--- config.mk ---
export PLATFORM = sky130hd
export DESIGN_NAME = p2s_tx_flat
export DESIGN_NICKNAME = d
export VERILOG_FILES = /design/src/rtl/audio_pkg.sv /design/src/rtl/p2s_tx_if.sv /design/src/rtl/p2s_lane.sv /design/src/rtl/p2s_tx.sv /design/src/flat_wrapper.sv
export SDC_FILE = /design/constraint.sdc
export NUM_CORES = 1
export LEC_CHECK = 0
export CAP_MARGIN = 15
export CELL_PAD_IN_SITES_DETAIL_PLACEMENT = 1
export CELL_PAD_IN_SITES_GLOBAL_PLACEMENT = 1
export CORE_ASPECT_RATIO = 0.75
export CORE_MARGIN = 2
export CORE_UTILIZATION = 34
export DETAILED_ROUTE_END_ITERATION = 8
export PLACE_DENSITY_LB_ADDON = 0.1
export RECOVER_POWER = 25
export SLEW_MARGIN = 20
export SYNTH_ARGS = -nofsm -noshare
export SYNTH_HDL_FRONTEND = slang
export SYNTH_SLANG_ARGS = --single-unit
--- constraint.sdc ---
create_clock -name Dclk -period 2.8 [get_ports Dclk]
set_input_delay 0.84 -clock Dclk [delete_from_list [all_inputs] [get_ports Dclk]]
set_output_delay 0.84 -clock Dclk [all_outputs]
set_load 0.03 [all_outputs]
--- src/rtl/audio_pkg.sv ---
// Shared definitions for the serial audio link (S2P / P2S).
//   SAMPLE_W    : sample width in bits
//   MUTE_SAMPLE : word sent when no sample is available at a frame start
//   p2s_state_e : transmitter sequencing states
package audio_pkg;

  localparam int unsigned SAMPLE_W = 16;

  localparam logic [SAMPLE_W-1:0] MUTE_SAMPLE = 16'h0000;

  typedef enum logic [1:0] {
    StIdle,
    StShift,
    StGap
  } p2s_state_e;

endpackage

--- src/rtl/p2s_tx_if.sv ---
// Upstream sample-pair handshake into the P2S transmitter.
//   P2S_L, P2S_R : left/right two's-complement samples
//   P2S_valid    : pair is valid (driven by the processing core)
//   P2S_ready    : transmitter hold buffer is empty
// A pair transfers on a rising Dclk edge with valid and ready both high.
interface p2s_tx_if;
  import audio_pkg::*;

  logic [SAMPLE_W-1:0] P2S_L;
  logic [SAMPLE_W-1:0] P2S_R;
  logic                P2S_valid;
  logic                P2S_ready;

  modport master (
    output P2S_L,
    output P2S_R,
    output P2S_valid,
    input  P2S_ready
  );

  modport slave (
    input  P2S_L,
    input  P2S_R,
    input  P2S_valid,
    output P2S_ready
  );

endinterface

--- src/rtl/p2s_lane.sv ---
// One serial lane: 16-bit load / shift-left register, serial output from the MSB.
//   clk_i, rst_ni : clock, asynchronous active-low reset
//   load_i        : load data_i (frame start)
//   shift_i       : shift left by one, zero fill
//   clear_i       : force the register to zero (lane idles low)
//   data_i        : parallel word to load
//   ser_o         : serial bit (register MSB, so it is a registered output)
// Priority: clear > load > shift.
module p2s_lane
  import audio_pkg::*;
(
  input  logic                clk_i,
  input  logic                rst_ni,
  input  logic                load_i,
  input  logic                shift_i,
  input  logic                clear_i,
  input  logic [SAMPLE_W-1:0] data_i,
  output logic                ser_o
);

  logic [SAMPLE_W-1:0] shreg_q, shreg_d;

  always_comb begin
    shreg_d = shreg_q;
    if (clear_i) begin
      shreg_d = '0;
    end else if (load_i) begin
      shreg_d = data_i;
    end else if (shift_i) begin
      shreg_d = {shreg_q[SAMPLE_W-2:0], 1'b0};
    end
  end

  always_ff @(posedge clk_i or negedge rst_ni) begin
    if (!rst_ni) begin
      shreg_q <= '0;
    end else begin
      shreg_q <= shreg_d;
    end
  end

  assign ser_o = shreg_q[SAMPLE_W-1];

endmodule

--- src/rtl/p2s_tx.sv ---
// Stereo parallel-to-serial transmitter (send side of the Frame/Dclk link).
//   FRAME_LEN  : Dclk cycles between Frame strobes (16..255; 16 = back-to-back words)
//   Dclk       : bit clock, all logic on the rising edge
//   Reset_n    : asynchronous active-low reset
//   up         : sample-pair handshake (slave side)
//   Frame      : one-cycle strobe coincident with bit 15 of each word
//   OutputL/R  : serial lanes, MSB first, 0 outside words
//   P2S_status : high while bits 15..0 are on the lanes
//   Underrun   : pulses with Frame when the slot started with no sample held
// Once a first pair arrives the frame timing free-runs; missing data is sent as mute.
module p2s_tx
  import audio_pkg::*;
#(
  parameter int unsigned FRAME_LEN = 16
) (
  input  logic      Dclk,
  input  logic      Reset_n,
  p2s_tx_if.slave   up,
  output logic      Frame,
  output logic      OutputL,
  output logic      OutputR,
  output logic      P2S_status,
  output logic      Underrun
);

  localparam logic [7:0] LastTick = 8'(FRAME_LEN - 1);
  localparam logic [4:0] LastBit  = 5'(SAMPLE_W - 1);
  localparam bit         HasGap   = (FRAME_LEN > SAMPLE_W);

  p2s_state_e          state_q;
  logic [4:0]          bit_cnt_q;
  logic [7:0]          timer_q;
  logic [SAMPLE_W-1:0] hold_l_q, hold_r_q;
  logic                hold_full_q, hold_full_d;
  logic                ready_q;
  logic                frame_q, status_q, underrun_q;

  logic                frame_start, word_end, accept;
  logic                lane_load, lane_shift, lane_clear;
  logic [SAMPLE_W-1:0] load_l, load_r;

  always_comb begin
    frame_start = 1'b0;
    word_end    = 1'b0;
    case (state_q)
      StIdle:  frame_start = hold_full_q;
      StShift: begin
        if (bit_cnt_q == LastBit) begin
          word_end    = 1'b1;
          frame_start = !HasGap;
        end
      end
      StGap:   frame_start = (timer_q == LastTick);
      default: ;
    endcase
  end

  // Accept and drain are mutually exclusive: accept needs ready (hold empty),
  // drain needs hold full.
  assign accept = up.P2S_valid && ready_q;

  always_comb begin
    hold_full_d = hold_full_q;
    if (accept) begin
      hold_full_d = 1'b1;
    end else if (frame_start) begin
      hold_full_d = 1'b0;
    end
  end

  assign lane_load  = frame_start;
  assign lane_shift = (state_q == StShift) && !word_end;
  assign lane_clear = word_end && !frame_start;
  assign load_l     = hold_full_q ? hold_l_q : MUTE_SAMPLE;
  assign load_r     = hold_full_q ? hold_r_q : MUTE_SAMPLE;

  always_ff @(posedge Dclk or negedge Reset_n) begin
    if (!Reset_n) begin
      state_q     <= StIdle;
      bit_cnt_q   <= '0;
      timer_q     <= '0;
      hold_l_q    <= '0;
      hold_r_q    <= '0;
      hold_full_q <= 1'b0;
      ready_q     <= 1'b1;
      frame_q     <= 1'b0;
      status_q    <= 1'b0;
      underrun_q  <= 1'b0;
    end else begin
      frame_q     <= frame_start;
      underrun_q  <= frame_start && !hold_full_q;
      hold_full_q <= hold_full_d;
      ready_q     <= !hold_full_d;
      if (accept) begin
        hold_l_q <= up.P2S_L;
        hold_r_q <= up.P2S_R;
      end
      if (frame_start) begin
        state_q   <= StShift;
        bit_cnt_q <= '0;
        timer_q   <= '0;
        status_q  <= 1'b1;
      end else begin
        case (state_q)
          StShift: begin
            timer_q <= timer_q + 8'd1;
            if (word_end) begin
              state_q  <= StGap;
              status_q <= 1'b0;
            end else begin
              bit_cnt_q <= bit_cnt_q + 5'd1;
            end
          end
          StGap:   timer_q <= timer_q + 8'd1;
          default: ;
        endcase
      end
    end
  end

  p2s_lane u_lane_l (
    .clk_i   (Dclk),
    .rst_ni  (Reset_n),
    .load_i  (lane_load),
    .shift_i (lane_shift),
    .clear_i (lane_clear),
    .data_i  (load_l),
    .ser_o   (OutputL)
  );

  p2s_lane u_lane_r (
    .clk_i   (Dclk),
    .rst_ni  (Reset_n),
    .load_i  (lane_load),
    .shift_i (lane_shift),
    .clear_i (lane_clear),
    .data_i  (load_r),
    .ser_o   (OutputR)
  );

  assign up.P2S_ready = ready_q;
  assign Frame        = frame_q;
  assign P2S_status   = status_q;
  assign Underrun     = underrun_q;

endmodule

--- src/flat_wrapper.sv ---
// flat-port wrapper written by rule: the top's interface ports become plain ports
module p2s_tx_flat import audio_pkg::*;
#(
  parameter int unsigned FRAME_LEN = 16
)
  (Dclk, Reset_n, Frame, OutputL, OutputR, P2S_status, Underrun, up_P2S_L, up_P2S_R, up_P2S_valid, up_P2S_ready);
  p2s_tx_if up_i ();
  input  logic Dclk;
  input  logic Reset_n;
  output logic Frame;
  output logic OutputL;
  output logic OutputR;
  output logic P2S_status;
  output logic Underrun;
  input wire logic [$bits(up_i.P2S_L)-1:0] up_P2S_L;
  input wire logic [$bits(up_i.P2S_R)-1:0] up_P2S_R;
  input wire logic [$bits(up_i.P2S_valid)-1:0] up_P2S_valid;
  output wire logic [$bits(up_i.P2S_ready)-1:0] up_P2S_ready;
  assign up_i.P2S_L = up_P2S_L;
  assign up_i.P2S_R = up_P2S_R;
  assign up_i.P2S_valid = up_P2S_valid;
  assign up_P2S_ready = up_i.P2S_ready;
  p2s_tx #(.FRAME_LEN(FRAME_LEN)) u_core (.Dclk(Dclk), .Reset_n(Reset_n), .up(up_i), .Frame(Frame), .OutputL(OutputL), .OutputR(OutputR), .P2S_status(P2S_status), .Underrun(Underrun));
endmodule
After elaboration in Yosys (flattened, before gate mapping)
Cells that the tools add are included.

Register bits after elaboration: 84. Bits in latches: 0. RAM bits: 0. Bits in read-only memories: 0. Input port bits: 35. Output and inout port bits: 6. Logic and storage cells: 59. Memories: 0.

Add/subtract/negate cells: 2. $mul: 0. Div/mod/pow operators: 0. Magnitude comparators: 0. Equality and inequality tests: 5. Shifts and indexed selects: 0. Multiplexer cells: 24. Bitwise gates (word level): 0. Reductions and logical operators: 16.

Operator list (number): two-way mux 16 bit (8); two-way mux 8 bit (2); two-way mux 5 bit (3); adder 8 x 1 -> 8 bit (second input constant) (1); equality test 8 x 4 -> 1 bit (second input constant) (1); two-way mux 1 bit (7); two-way mux 2 bit (3); nonzero test 2 bit (3); adder 5 x 1 -> 5 bit (second input constant) (1); equality test 5 x 4 -> 1 bit (second input constant) (1); logical AND 1 bit (4); logical NOT 1 bit (4); AND reduction 2 bit (2); case mux 1 bit (3 select lines) (1); nonzero test 3 bit (1); equality test 2 x 1 -> 1 bit (second input constant) (1); equality test 2 bit (second input constant) (1); logical NOT 2 bit (1); inequality test 2 x 1 -> 1 bit (second input constant) (1); OR reduction 2 bit (1).

Longest topological paths before layout
Word-level depth: 8. Depth in mapped cells: 10. Gate-level depth less buffers: 9.

Hierarchy
From an unflattened synthesis, not the netlist that was laid out.

Cell total of the unflattened synthesis: 336. Area total of the unflattened synthesis: 4167.7 um^2.

By module, submodules not included: p2s_tx (instances 1, cells each 194, area an instance 2478.6 um^2, seq. area each 1277.5 um^2); p2s_lane (instances 2, cells each 71, area an instance 844.6 um^2, seq. area each 400.4 um^2).

Least setup slack after synthesis
No wires, ideal clock.

Path kind: reg-to-reg. Start: reg u_core.bit_cnt_q[0]. End: reg u_core.u_lane_l.shreg_q[15]. Library setup time: 0.135 ns. Arrival time: 1.990 ns. Data required time: 2.665 ns. Path slack: 0.675 ns. Cell stages (with the launch flop): 10. Path buffers: 2. Period minus slack after synthesis: 2.125 ns. Cells stage by stage: dfrtp_1 > ha_1 > and3_1 > ha_1 > a22o_1 > a21oi_2 > o21ba_2 > clkbuf_2 > clkbuf_1 > o21ai_0.

Word-level cells in the longest chain between the ends: 6. Elaborated cells between the ends (all ways): 11. Classes of those cells: eq/ne (1); mux (5); reduce/logical (5).

RTL lines: from (decl) (RTL line p2s_tx.sv:31) `logic [4:0] bit_cnt_q;`; from (signal assigned) (RTL line p2s_tx.sv:111) `bit_cnt_q <= bit_cnt_q + 5'd1;`; equality test 5 x 4 -> 1 bit (*) (RTL line p2s_tx.sv:48) `if (bit_cnt_q == LastBit) begin`; two-way mux 1 bit (*) (RTL line p2s_tx.sv:48); case mux 1 bit (3 select lines) or two-way mux 1 bit (tied branches) (RTL line p2s_tx.sv:45) `case (state_q)`; logical NOT 1 bit, on equally long branches (RTL line p2s_tx.sv:73, p2s_tx.sv:72); logical AND 1 bit, on equally long branches (RTL line p2s_tx.sv:73, p2s_tx.sv:72); nonzero test 3 bit (no line) or two-way mux 16 bit (tied branches); to (signal assigned) (RTL line p2s_lane.sv:38) `shreg_q <= shreg_d;`; to (decl) (RTL line p2s_lane.sv:21) `logic [SAMPLE_W-1:0] shreg_q, shreg_d;`.

Every way passes the cells marked *; elsewhere a longest branch is shown, timed or not. A chain may end at the register's enable or synchronous reset.

Final worst setup path
Start: reg u_core.bit_cnt_q[0]. End: reg u_core.u_lane_r.shreg_q[1].

Word-level cells in the longest chain between the ends: 6. Elaborated cells between the ends (all ways): 11. Classes of those cells: eq/ne (1); mux (5); reduce/logical (5).

RTL lines (RTL line): equality test 5 x 4 -> 1 bit (*) (p2s_tx.sv:48); two-way mux 1 bit (*) (p2s_tx.sv:48); case mux 1 bit (3 select lines) or two-way mux 1 bit (tied branches) (p2s_tx.sv:45); logical NOT 1 bit, on equally long branches (p2s_tx.sv:73, p2s_tx.sv:72); logical AND 1 bit, on equally long branches (p2s_tx.sv:73, p2s_tx.sv:72); nonzero test 3 bit (no line) or two-way mux 16 bit (tied branches); to (signal assigned) (p2s_lane.sv:38); to (decl) (p2s_lane.sv:21).

Marks and branches as above.

==> impl_metrics.py <==
metrics = {
    "logic_synthesis": {
        "synthesis.nets": 342,
        "synthTopCellsByArea": "dfrtp_1 58%, mux2_2 11%, a22oi_1 6.6%, nand2_1 4.3%, o21ai_0 3.4%",
        "syn_area_um2": 3520,
        "synth_compound_area_share_pct": 14.0,
        "yosysUniqueCellTypes": 36,
        "synth_adder_area_share_pct": 2.49,
        "synth_top_family_by_area": "compound AO/OA/AOI/OAI gates",
        "yosys.area_share.simple_pct": 8.75,
        "synth_top_area_cell": "dfrtp_1",
        "avgSynthCellArea_um2": 11.7,
        "async_flop_share_pct": 100,
        "synth.area.mux_share_pct": 11.1,
        "synth_xor_xnor_area_share_pct": 1.74,
        "synth_most_common_cell": "dfrtp_1",
        "synth_top_area_share_pct": 58.3,
        "synth_cells": 300,
        "synth_seq_area_share_pct": 59.1,
        "synth_seq_cells": 83,
        "synth_ff_type": "dfrtp_1",
        "synth-edff-count": 0,
        "synth_commonest_cells": "82 x dfrtp_1, 40 x nand2_1, 33 x mux2_2",
        "yosysWarningCount": 0,
    },
    "timing": {
        "setup_violations": 0,
        "period_share_pct": 88.1,
        "rsz0062_at_grt": "no",
        "fin_crit_ps": 2470,
        "finalClockSkew_ps": 3.26,
        "finalSetupTns_ps": 0,
        "hold_viol": 0,
        "whs_ps": 482,
        "max_freq_ghz": 0.405,
        "slew_headroom_pct": -36.3,
        "worstMarginPinSlew_ps": 2050,
        "slew_viol_final": 35,
    },
    "route": {
        "wirelength_um": 7430,
        "drt-vias-per-instance": 4.91,
        "drt-initial-drc-count": 167,
        "drtPass1Iterations": 4,
        "vias": 2366,
        "ant_nets": 0,
        "post-route-drc-count": 0,
        "avgRoutedWirePerCell_um": 15.4,
    },
    "placed_design": {
        "place.gp.congestion": 0.733,
        "io_buffers": 40,
        "dpl.hpwl_um": 4850,
        "dp.cells": 466,
    },
    "cells_and_area": {
        "drive_above_1_share_pct": 17.3,
        "fillerInstances": 1099,
        "final_util_pct": 43.4,
        "nets": 383,
        "final_cells": 482,
        "n_antenna_cell": 0,
        "area_growth_pct": 25.4,
    },
    "worst_setup_path": {
        "crit_arrival_ps": 2670,
        "critPathKind": "reg -> reg",
        "end_kind": "flop",
        "path_cells": "ha_1 -> and3_1 -> ha_1 -> a22o_1 -> a21oi_2 -> o21ba_2 -> buf_12 -> o21ai_0",
        "crit_required_ps": 3000,
        "worst-path-max-fanout": 26,
        "max_stage_delay_ps": 440,
        "critPathLaunchType": "flop",
        "cp_common_cell": "ha_1",
        "slowest_stage": "o21ba_2",
    },
    "cts": {
        "cts_tree": "built",
        "numCtsBuffers": 9,
        "post_cts_resize_count": 0,
        "max-clock-path-buffers": 2,
        "clock_sinks": 83,
        "cts_hold_buf": 0,
        "path_clk_slew_ps": 60,
        "clk_latency_ps": 330,
        "root_buffer": "clkbuf_16",
        "cts_htree_levels": 3,
        "cts_setup_buffers": 0,
    },
    "die": {
        "start_util_pct": 34.6,
        "die_h_um": 92.1,
        "rows": 32,
        "die_w_um": 121,
        "dieArea_um2": 11200,
        "io_pins": 41,
        "coreArea_um2": 10200,
    },
    "min_path": {
        "min_path_type": "reg -> reg",
    },
    "global_route": {
        "grt_pass1_wl_um": 13100,
        "grt_pass1_vias": 2578,
        "grt_start_max_net_pins": 50,
        "grt_antenna_before_repair": 0,
        "grt_util_all_layers_pct": 15.1,
        "overflow": 0,
    },
    "pwr": {
        "power_mw": 4.97,
        "peakVddDrop_mv": 0.453,
        "leakagePower_nw": 1.88,
        "power.density_nw_per_um2": 1130,
    },
    "status": {
        "failed_checks": "capacitance limit, slew limit",
        "status": "complete, but fails checks",
    },
    "run": {
        "drv_cap": 1,
    },
}
[layer usage]
metal / GRT usage, % / wire length [µm]
met1: 21.7 / 3860
met2: 22.1 / 3200
met3: 3.86 / 291
met4: 4.89 / 69
met5: 0 / 0
[cell usage in the layout (no fill, tap or decap), drive strengths merged, types with 2 or more instances in the layout]
master and instances:
dfrtp 82, nand2 40, clkdlybuf4s50 39, mux2 33, a22oi 31, o21ai 31, clkbuf 15, nor2 13
buf 8, ha 7, inv 6, xnor2 4, nand3 4, a21oi 4, and3 3, nand4 3
xor2 3, a22o 2, mux2i 2, nand3b 2, clkinv 2
[per-stage QoR]
step | area (µm²) | setup WS, ps
CTS | 4410 | 91.3
finish | 4410 | 332
detailed placement | 4140 | 121
global route | 4410 | 84.6
global placement | 4140 | 328
floorplan | 3520 | 675
[worst max-delay path, delay by kind of cell, from the launching register on]
kind / cells / cell delay (ps)
AO/OA/AOI/OAI: 4 / 1050
adder cells (fa/ha/maj): 2 / 470
buffers and inverters: 1 / 210
flip-flops: 1 / 410
AND/OR/NAND/NOR: 1 / 200
[final timing paths]
check,startpoint,end,slack (ps),cells after the start
max in group asynchronous,Reset_n,u_core.hold_l_q[6],530,1
hold reg to reg,u_core.u_lane_l.shreg_q[6],u_core.u_lane_l.shreg_q[6],480,2
min in group asynchronous,Reset_n,u_core.Underrun,1100,1
setup reg to reg,u_core.bit_cnt_q[0],u_core.u_lane_r.shreg_q[1],330,8
hold / removal,u_core.u_lane_l.shreg_q[6],u_core.u_lane_l.shreg_q[6],480,2
setup / recovery,u_core.bit_cnt_q[0],u_core.u_lane_r.shreg_q[1],330,8
[registers in the layout (all words and copies together), names as in the netlist]
name	cells
u_core.hold_r_q	16
u_core.Underrun	1
u_core.Frame	1
u_core.u_lane_l.shreg_q	16
u_core.hold_l_q	16
u_core.state_q	2
u_core.up.P2S_ready	1
u_core.u_lane_r.shreg_q	16
u_core.timer_q	8
u_core.hold_full_q	1
u_core.bit_cnt_q	5
[report_power, final]
group / total, mW / internal, mW / switching, mW
sequential: 2.06 / 1.73 / 0.328
combinational: 1.83 / 0.871 / 0.961
clock: 1.08 / 0.647 / 0.436
[cell type report]
type	instances	area, µm²	share of cell area (%)
Clock buffer	14	264	5.98
Clock inverter	2	10.0	0.227
Inverter	6	22.5	0.510
Multi-Input combinational cell	193	1350	30.6
Sequential cell	83	2080	47.1
Tap cell	136	170	3.86
Timing Repair Buffer	48	517	11.7
[cells by family (layout without fill, tap and decap cells)]
logic type                 after synthesis  after routing
DFF                                     83             83
AOI/OAI and AO/OA                       75             75
and+or+nand+nor                         69             69
muxes                                   35             35
buffers and inverters                   24             70
adders and majority gates                7              7
xor gates and xnor gates                 7              7
Note: power is estimated with default switching activity, not from simulation.
